`config.mk`:
```
export PLATFORM = sky130hd
export DESIGN_NAME = dsm_param_flat
export DESIGN_NICKNAME = d
export VERILOG_FILES = /design/src/rtl/dsm_pkg.sv /design/src/rtl/dsm_param_if.sv /design/src/rtl/dsm_lfsr.sv /design/src/rtl/dsm_param.sv /design/src/flat_wrapper.sv
export SDC_FILE = /design/constraint.sdc
export NUM_CORES = 1
export LEC_CHECK = 0
export BUFFER_PORTS_ARGS = -buffer_cell sky130_fd_sc_hd__buf_2
export CAP_MARGIN = 20
export CORE_ASPECT_RATIO = 1.1
export CORE_UTILIZATION = 45
export CTS_CLUSTER_DIAMETER = 100
export DETAILED_ROUTE_END_ITERATION = 7
export PLACE_DENSITY = 0.75
export SYNTH_ARGS = -nofsm -noshare
export SYNTH_HDL_FRONTEND = slang
export SYNTH_SLANG_ARGS = --single-unit
export TNS_END_PERCENT = 100
```
`constraint.sdc`:
```
create_clock -name clock -period 7.6 [get_ports clock]
set_clock_uncertainty 0.15 [all_clocks]
set_input_delay 1.52 -clock clock [delete_from_list [all_inputs] [get_ports clock]]
set_output_delay 1.52 -clock clock [all_outputs]
set_load 0.01 [all_outputs]
```
`src/rtl/dsm_pkg.sv`:
```
`default_nettype none
// ============================================================================
// Module   : dsm_pkg
// Purpose  : Shared constants and helpers for the dsm_param modulator family.
// Revision : 1.0 - initial release
// ============================================================================
package dsm_pkg;

    // Right-shift Fibonacci form of taps 16,14,13,11: feedback from bits 0,2,3,5
    localparam logic [15:0] c_lfsr_seed = 16'hACE1;
    localparam logic [15:0] c_lfsr_taps = 16'h002D;

    localparam int c_order_first  = 1;
    localparam int c_order_second = 2;

    function automatic logic signed [63:0] sat_signed(input logic signed [63:0] v,
                                                      input int                 w);
        logic signed [63:0] hi;
        logic signed [63:0] lo;
        hi = (64'sd1 <<< (w - 1)) - 64'sd1;
        lo = -(64'sd1 <<< (w - 1));
        if (v > hi)
            return hi;
        else if (v < lo)
            return lo;
        else
            return v;
    endfunction

endpackage
`default_nettype wire

```
`src/rtl/dsm_param_if.sv`:
```
`default_nettype none
// ============================================================================
// Module   : dsm_param_if
// Purpose  : Sample handshake between a sample source and the modulator.
// Revision : 1.0 - initial release
// ============================================================================
interface dsm_param_if #(
    parameter int WIDTH = 20
);
    logic [WIDTH-1:0] vin;
    logic             vin_valid;
    logic             vin_ready;

    modport master (output vin, output vin_valid, input vin_ready);
    modport slave  (input vin, input vin_valid, output vin_ready);
endinterface
`default_nettype wire

```
`src/rtl/dsm_lfsr.sv`:
```
`default_nettype none
// ============================================================================
// Module   : dsm_lfsr
// Purpose  : 16-bit Fibonacci LFSR dither source, stepping every clock.
// Revision : 1.0 - initial release
// ============================================================================
module dsm_lfsr
    import dsm_pkg::*;
(
    input  wire logic        clock,
    input  wire logic        reset,
    output logic [15:0]      o_lfsr
);
    logic [15:0] r_lfsr;

    always_ff @(posedge clock or negedge reset) begin
        if (!reset)
            r_lfsr <= c_lfsr_seed;
        else
            r_lfsr <= {^(r_lfsr & c_lfsr_taps), r_lfsr[15:1]};
    end

    assign o_lfsr = r_lfsr;
endmodule
`default_nettype wire

```
`src/rtl/dsm_param.sv`:
```
`default_nettype none
// ============================================================================
// Module   : dsm_param
// Purpose  : Order-1/2 delta-sigma modulator, OSR-paced sample requests.
//            Optional LFSR dither enabled by defining DSM_PARAM_DITHER_EN.
// Revision : 1.0 - initial release
// ============================================================================
module dsm_param
    import dsm_pkg::*;
#(
    parameter int WIDTH = 20,
    parameter int ORDER = 1,
    parameter int OSR   = 64
) (
    input  wire logic   clock,
    input  wire logic   reset,
    dsm_param_if.slave  s_in,
    input  wire logic   underrun_clr,
    output logic        pwm,
    output logic        underrun
);
    localparam int                 c_cnt_w    = $clog2(OSR);
    localparam logic [c_cnt_w-1:0] c_cnt_last = c_cnt_w'(OSR - 1);

    logic [c_cnt_w-1:0] r_cnt;
    logic [WIDTH-1:0]   r_held;
    logic               r_underrun;
    logic               r_pwm;
    logic               w_ready;
    logic [WIDTH-1:0]   w_x;

    assign w_ready        = (r_cnt == c_cnt_last);
    assign s_in.vin_ready = w_ready;
    assign pwm            = r_pwm;
    assign underrun       = r_underrun;

    always_ff @(posedge clock or negedge reset) begin
        if (!reset) begin
            r_cnt      <= '0;
            r_held     <= '0;
            r_underrun <= 1'b0;
        end else begin
            r_cnt <= w_ready ? '0 : r_cnt + 1'b1;
            if (w_ready && s_in.vin_valid)
                r_held <= s_in.vin;
            // A missed request in the same cycle as a clear keeps the flag set
            if (w_ready && !s_in.vin_valid)
                r_underrun <= 1'b1;
            else if (underrun_clr)
                r_underrun <= 1'b0;
        end
    end

`ifdef DSM_PARAM_DITHER_EN
    logic [15:0]    w_lfsr;
    logic [WIDTH:0] w_dith;

    dsm_lfsr u_lfsr (
        .clock  (clock),
        .reset  (reset),
        .o_lfsr (w_lfsr)
    );

    assign w_dith = {1'b0, r_held} + {{WIDTH{1'b0}}, w_lfsr[0]};
    assign w_x    = w_dith[WIDTH] ? '1 : w_dith[WIDTH-1:0];
`else
    assign w_x = r_held;
`endif

    if (ORDER == c_order_first) begin : g_order1
        logic [WIDTH-1:0] r_acc;
        logic [WIDTH:0]   w_sum;

        assign w_sum = {1'b0, r_acc} + {1'b0, w_x};

        always_ff @(posedge clock or negedge reset) begin
            if (!reset) begin
                r_acc <= '0;
                r_pwm <= 1'b0;
            end else begin
                r_acc <= w_sum[WIDTH-1:0];
                r_pwm <= w_sum[WIDTH];
            end
        end
    end else if (ORDER == c_order_second) begin : g_order2
        // Extra headroom so unsaturated sums can never wrap before clamping
        localparam int                     c_iw   = WIDTH + 4;
        localparam int                     c_ew   = WIDTH + 7;
        localparam logic signed [c_ew-1:0] c_full = c_ew'(2 ** WIDTH);
        localparam logic signed [c_ew-1:0] c_half = c_ew'(2 ** (WIDTH - 1));

        logic signed [c_iw-1:0] r_i1;
        logic signed [c_iw-1:0] r_i2;
        logic signed [c_ew-1:0] w_xe;
        logic signed [c_ew-1:0] w_fb;
        logic signed [c_ew-1:0] w_i1n;
        logic signed [c_ew-1:0] w_i2n;

        assign w_xe  = c_ew'(w_x);
        assign w_fb  = r_pwm ? c_full : '0;
        assign w_i1n = c_ew'(r_i1) + w_xe - w_fb;
        assign w_i2n = c_ew'(r_i2) + w_i1n - w_fb;

        always_ff @(posedge clock or negedge reset) begin
            if (!reset) begin
                r_i1  <= '0;
                r_i2  <= '0;
                r_pwm <= 1'b0;
            end else begin
                r_i1  <= c_iw'(sat_signed(64'(w_i1n), c_iw - 1));
                r_i2  <= c_iw'(sat_signed(64'(w_i2n), c_iw - 1));
                r_pwm <= (w_i2n >= c_half);
            end
        end
    end else begin : g_order_bad
        $error("dsm_param: ORDER must be 1 or 2");
    end

endmodule
`default_nettype wire

```
`src/flat_wrapper.sv`:
```
// flat-port wrapper written by rule: the top's interface ports become plain ports
module dsm_param_flat import dsm_pkg::*;
#(
    parameter int WIDTH = 20,
    parameter int ORDER = 1,
    parameter int OSR   = 64
)
  (clock, reset, underrun_clr, pwm, underrun, s_in_vin, s_in_vin_valid, s_in_vin_ready);
  dsm_param_if #(.WIDTH(WIDTH)) s_in_i ();
  input  wire logic clock;
  input  wire logic reset;
  input  wire logic underrun_clr;
  output logic pwm;
  output logic underrun;
  input wire logic [$bits(s_in_i.vin)-1:0] s_in_vin;
  input wire logic [$bits(s_in_i.vin_valid)-1:0] s_in_vin_valid;
  output wire logic [$bits(s_in_i.vin_ready)-1:0] s_in_vin_ready;
  assign s_in_i.vin = s_in_vin;
  assign s_in_i.vin_valid = s_in_vin_valid;
  assign s_in_vin_ready = s_in_i.vin_ready;
  dsm_param #(.WIDTH(WIDTH), .ORDER(ORDER), .OSR(OSR)) u_core (.clock(clock), .reset(reset), .s_in(s_in_i), .underrun_clr(underrun_clr), .pwm(pwm), .underrun(underrun));
endmodule
```
### Yosys cells after proc, flatten, opt, wreduce, memory -nomap -nowiden

Index checks and enable logic that the tools add are counted.

| word-level totals | value |
|---|---|
| bits in registers | 48 |
| output and inout port bits | 3 |
| word-level logic and storage cells | 15 |

| operators by class | value |
|---|---|
| add/subtract/negate cells | 2 |
| eq/ne operators | 1 |
| mux-type cells | 3 |
| reduce and logical (&&, ||, !) cells | 4 |

Operator list:

| operator | number |
|---|---|
| adder 20 x 20 -> 21 bit | 1 |
| adder 6 x 1 -> 6 bit (second input constant) | 1 |
| equality test 6 bit (second input constant) | 1 |
| two-way mux 6 bit | 1 |
| logical AND 1 bit | 2 |
| two-way mux 1 bit | 2 |
| nonzero test 2 bit | 1 |
| zero test 1 bit | 1 |

### Longest topological paths before layout

| depth | value |
|---|---|
| depth after elaboration | 3 |
| mapped depth | 8 |

### Least setup slack after synthesis

OpenSTA, ideal clock, no wires.

| path | value |
|---|---|
| kind | register to output |
| from | register u_core.r_cnt[0] |
| to | output s_in_vin_ready |
| arrival | 970 ps |
| required time | 5930 ps |
| slack | 4960 ps |
| cell stages (with the launch flop) | 4 |
| buffers on the path | 1 |
| cells stage by stage | dfrtp_1 ha_1 and3_1 clkbuf_1 |

| on the way | value |
|---|---|
| word-level cells in the longest chain between the ends | 1 |

RTL lines:

| element | RTL line | text |
|---|---|---|
| start, declared | dsm_param.sv:25 | `logic [c_cnt_w-1:0] r_cnt;` |
| start signal, assigned | dsm_param.sv:43 | `r_cnt <= w_ready ? '0 : r_cnt + 1'b1;` |
| equality test 6 bit | dsm_param.sv:32 | `assign w_ready = (r_cnt == c_cnt_last);` |
| end, declared | flat_wrapper.sv:17 | `output wire logic [$bits(s_in_i.vin_ready)-1:0] s_in_vin_ready;` |

No other way between the ends.

### Worst setup path in the final report

Same ends and word-level chain as after synthesis.

==> flow_summary_export.csv <==
group,metric,value,unit
clocking,cts-root-buf,"clkbuf_8",
critical_path,worst_ep_required_time,5.93,ns
floorplanning,core,0.00540,mm²
placed_design,numPortBuffers,26,
cells_and_area,fillCellCount,508,
run_status,status,"finished, final reports clean",
clocking,cts.sinks,48,
floorplanning,start_util,46.9,%
critical_path,r2r_setup_slack,4.97,ns
floorplanning,core.rowCount,28,
critical_path,r2r-end,"u_core.pwm",
critical_path,path_cells,"ha_1, and3_1, buf_2",
pwr,powerDensity,156,mW/mm²
placed_design,hpwlAfterDp,3120,µm
cells_and_area,drive_gt1_share,24.8,%
sta,slew_headroom,39.2,%
grt,antenna_found_initial,0,
critical_path,reg2reg_depth,8,
drt,drt-pass1-iter-count,4,
synth,yosysWarningCount,0,
clocking,cts_hold_buf,0,
drt,routedWlPerCell,13.3,µm
clocking,clk_latency,0.29,ns
synth,syn-instance-count,218,
critical_path,cpPeakStageDelay,0.42,ns
pwr,power,0.444,mW
grt,grt_pass1_vias,1756,
synth,synthTopCellsByArea,"dfrtp_1 (47%), ha_1 (10%), mux2_2 (8.9%)",
clocking,cts_resized,0,
clocking,post_cts_buffers,0,
floorplanning,dieArea,0.00593,mm²
clocking,cts.reportedPaths.clkPinSlew,0.08,ns
cells_and_area,mostFrequentLayoutCell,"dfrtp_1",
drt,dr_total_vias,1682,
synth,synth-seq-cells,48,
sta,rsz0062_at_grt,"false",
critical_path,start_kind,"flip-flop",
hold_path,hold_depth,1,
cells_and_area,area_delta_synth_final,12.7,%
critical_path,cp_max_fo,6,
grt,grt_usage,16.5,%
sta,hold_viol,0,
synth,synth_top_area_share,47.4,%
sta,period_minus_slack,3.08,ns
hold_path,min_path_type,"flip-flop to flip-flop",
clocking,h-tree-depth,2,
sta,tns,0,ns
cells_and_area,antenna_cells,0,
floorplanning,die_h,80.7,µm
cells_and_area,final_net_count,291,
drt,drt_iter0_drc,66,
cells_and_area,layout_common_cells,"dfrtp_1 (48), buf_2 (26), ha_1 (21)",
sta,maxSlewViolCount,0,
sta,fmax,324,MHz
sta,worst_pin_slew,0.909,ns
hold_path,min_to,"u_core.r_cnt[5]",
clocking,numCtsBuffers,5,
job,maxCapViolations,0,
critical_path,critical_path_arrival,1.41,ns
placed_design,gp_congestion,0.798,
synth,avgSynthCellArea,11.6,µm²
grt,gr-total-overflow,0,
grt,grt_max_degree,49,
sta,period_share,40.6,%
critical_path,regToRegStartpoint,"u_core.r_held[0]",
floorplanning,io_pins,27,
synth,synth_cell_types,40,
pwr,leakagePower,1.49,nW
drt,drc_errors,0,
drt,via_per_inst,5.24,
synth,syn_area,0.00253,mm²
synth,syn-num-nets,264,
floorplanning,die_x,73.5,µm
critical_path,endpoint_kind,"output pin",
sta,setup_viol,0,
critical_path,crit_start,"u_core.r_cnt[0]",
clocking,cts_buffer_depth,2,
synth,yosysTopAreaCell,"dfrtp_1",
hold_path,hp-start,"u_core.r_cnt[5]",
pwr,irDropWorstVdd,88.8,µV
synth,yosysSeqAreaShare,47.4,%
clocking,tritoncts,"done",
drt,ant_nets,0,
critical_path,crit_slowest_cell,"dfrtp_1",
grt,grt_pass1_wl,7470,µm
critical_path,crit_type,"flip-flop to output pin",
drt,wl,4280,µm
## metrics by stage
step	utilization [%]	hold WS, ns	setup slack [ns]	instances	area [µm²]
finish	52.9	0.336	4.52	321	2860
global route	52.9	0.348	4.41	321	2860
CTS	52.6	0.337	4.51	320	2840
detailed placement	50.6	0.323	4.59	312	2730
global placement	50.6	0.315	4.64	312	2730
floorplan	-	0.293	4.96	218	2530
## final cells by class
cell class / instances / area, µm² / area share, %
sequential: 48 / 1200 / 42.1
timing repair buffer: 27 / 150 / 5.26
inverter: 4 / 15.0 / 0.526
clock buffer: 6 / 72.6 / 2.54
clock inverter: 2 / 35.0 / 1.23
multi-input combinational: 159 / 1290 / 45.1
tap: 75 / 93.8 / 3.29
## registers in the layout, summed over array words and instances (netlist names)
| signal | flops |
|---|---|
| u_core.pwm | 1 |
| u_core.underrun | 1 |
| u_core.r_held | 20 |
| u_core.r_cnt | 6 |
| u_core.g_order1.r_acc | 20 |
## synthesized netlist by cell type
library cell and count:
dfrtp_1 48, ha_1 21, mux2_2 20, a21oi_1 16
nand2_1 14, xnor2_1 13, nand3_1 8, nor2_1 8
xor2_1 7, a21o_1 6, clkbuf_1 5, inv_1 4
o21ai_0 4, o21bai_1 4, and3_1 3, o21a_1 3
o21ai_1 3, or3_1 3, a31oi_1 2, buf_2 2
nand4_1 2, nor2b_1 2, nor3_1 2, o211ai_1 2
a2111o_1 1, a211oi_1 1, a21oi_2 1, a221o_1 1
a221oi_4 1, a311oi_1 1, a31o_2 1, a31oi_2 1
a31oi_4 1, a41oi_1 1, fa_1 1, nor2b_2 1
o211ai_2 1, o221ai_1 1, o22ai_1 1, o31a_1 1
## metal layers
metal / share of wire [%] / GRT usage [%] / vias to the layer above
li1: - / - / 845
met1: 46 / 19.8 / 810
met2: 49 / 28.3 / 21
met3: 3.4 / 4.14 / 6
met4: 1.5 / 6.15 / 0
met5: 0 / 0 / -
## worst max-delay path, delay by kind of cell, from the launching register on
kind	cells	cell delay, ns
and+or+nand+nor	1	0.29
DFF	1	0.42
buffers and inverters	1	0.17
adders and majority gates	1	0.24
## logic make-up (layout without fill, tap and decap cells)
family                     count (synthesis)  count (layout)  share of synthesized area [%]
xor gates and xnor gates                  20              20                           6.92
muxes                                     20              20                           8.89
and+or+nand+nor                           43              43                           8.05
AOI/OAI and AO/OA                         54              54                           15.8
buffers and inverters                     11              39                           1.73
adders and majority gates                 22              22                           11.2
DFF                                       48              48                           47.4
## power by group
part           total, mW  internal (mW)         switching [mW]
registers          0.255          0.255  0.0000000000000000102
clock network      0.178         0.0976                 0.0801
logic             0.0116        0.00521                0.00634
## worst max-delay path by stage
stage | to | cells after the start
final | s_in_vin_ready | 3
after global routing | s_in_vin_ready | 3
after global placement | u_core.r_held[8] | 3
after detailed placement | u_core.r_held[8] | 3
after CTS | s_in_vin_ready | 3
after floorplan | s_in_vin_ready | 3
No activity file was read; power rests on OpenSTA's default activity.
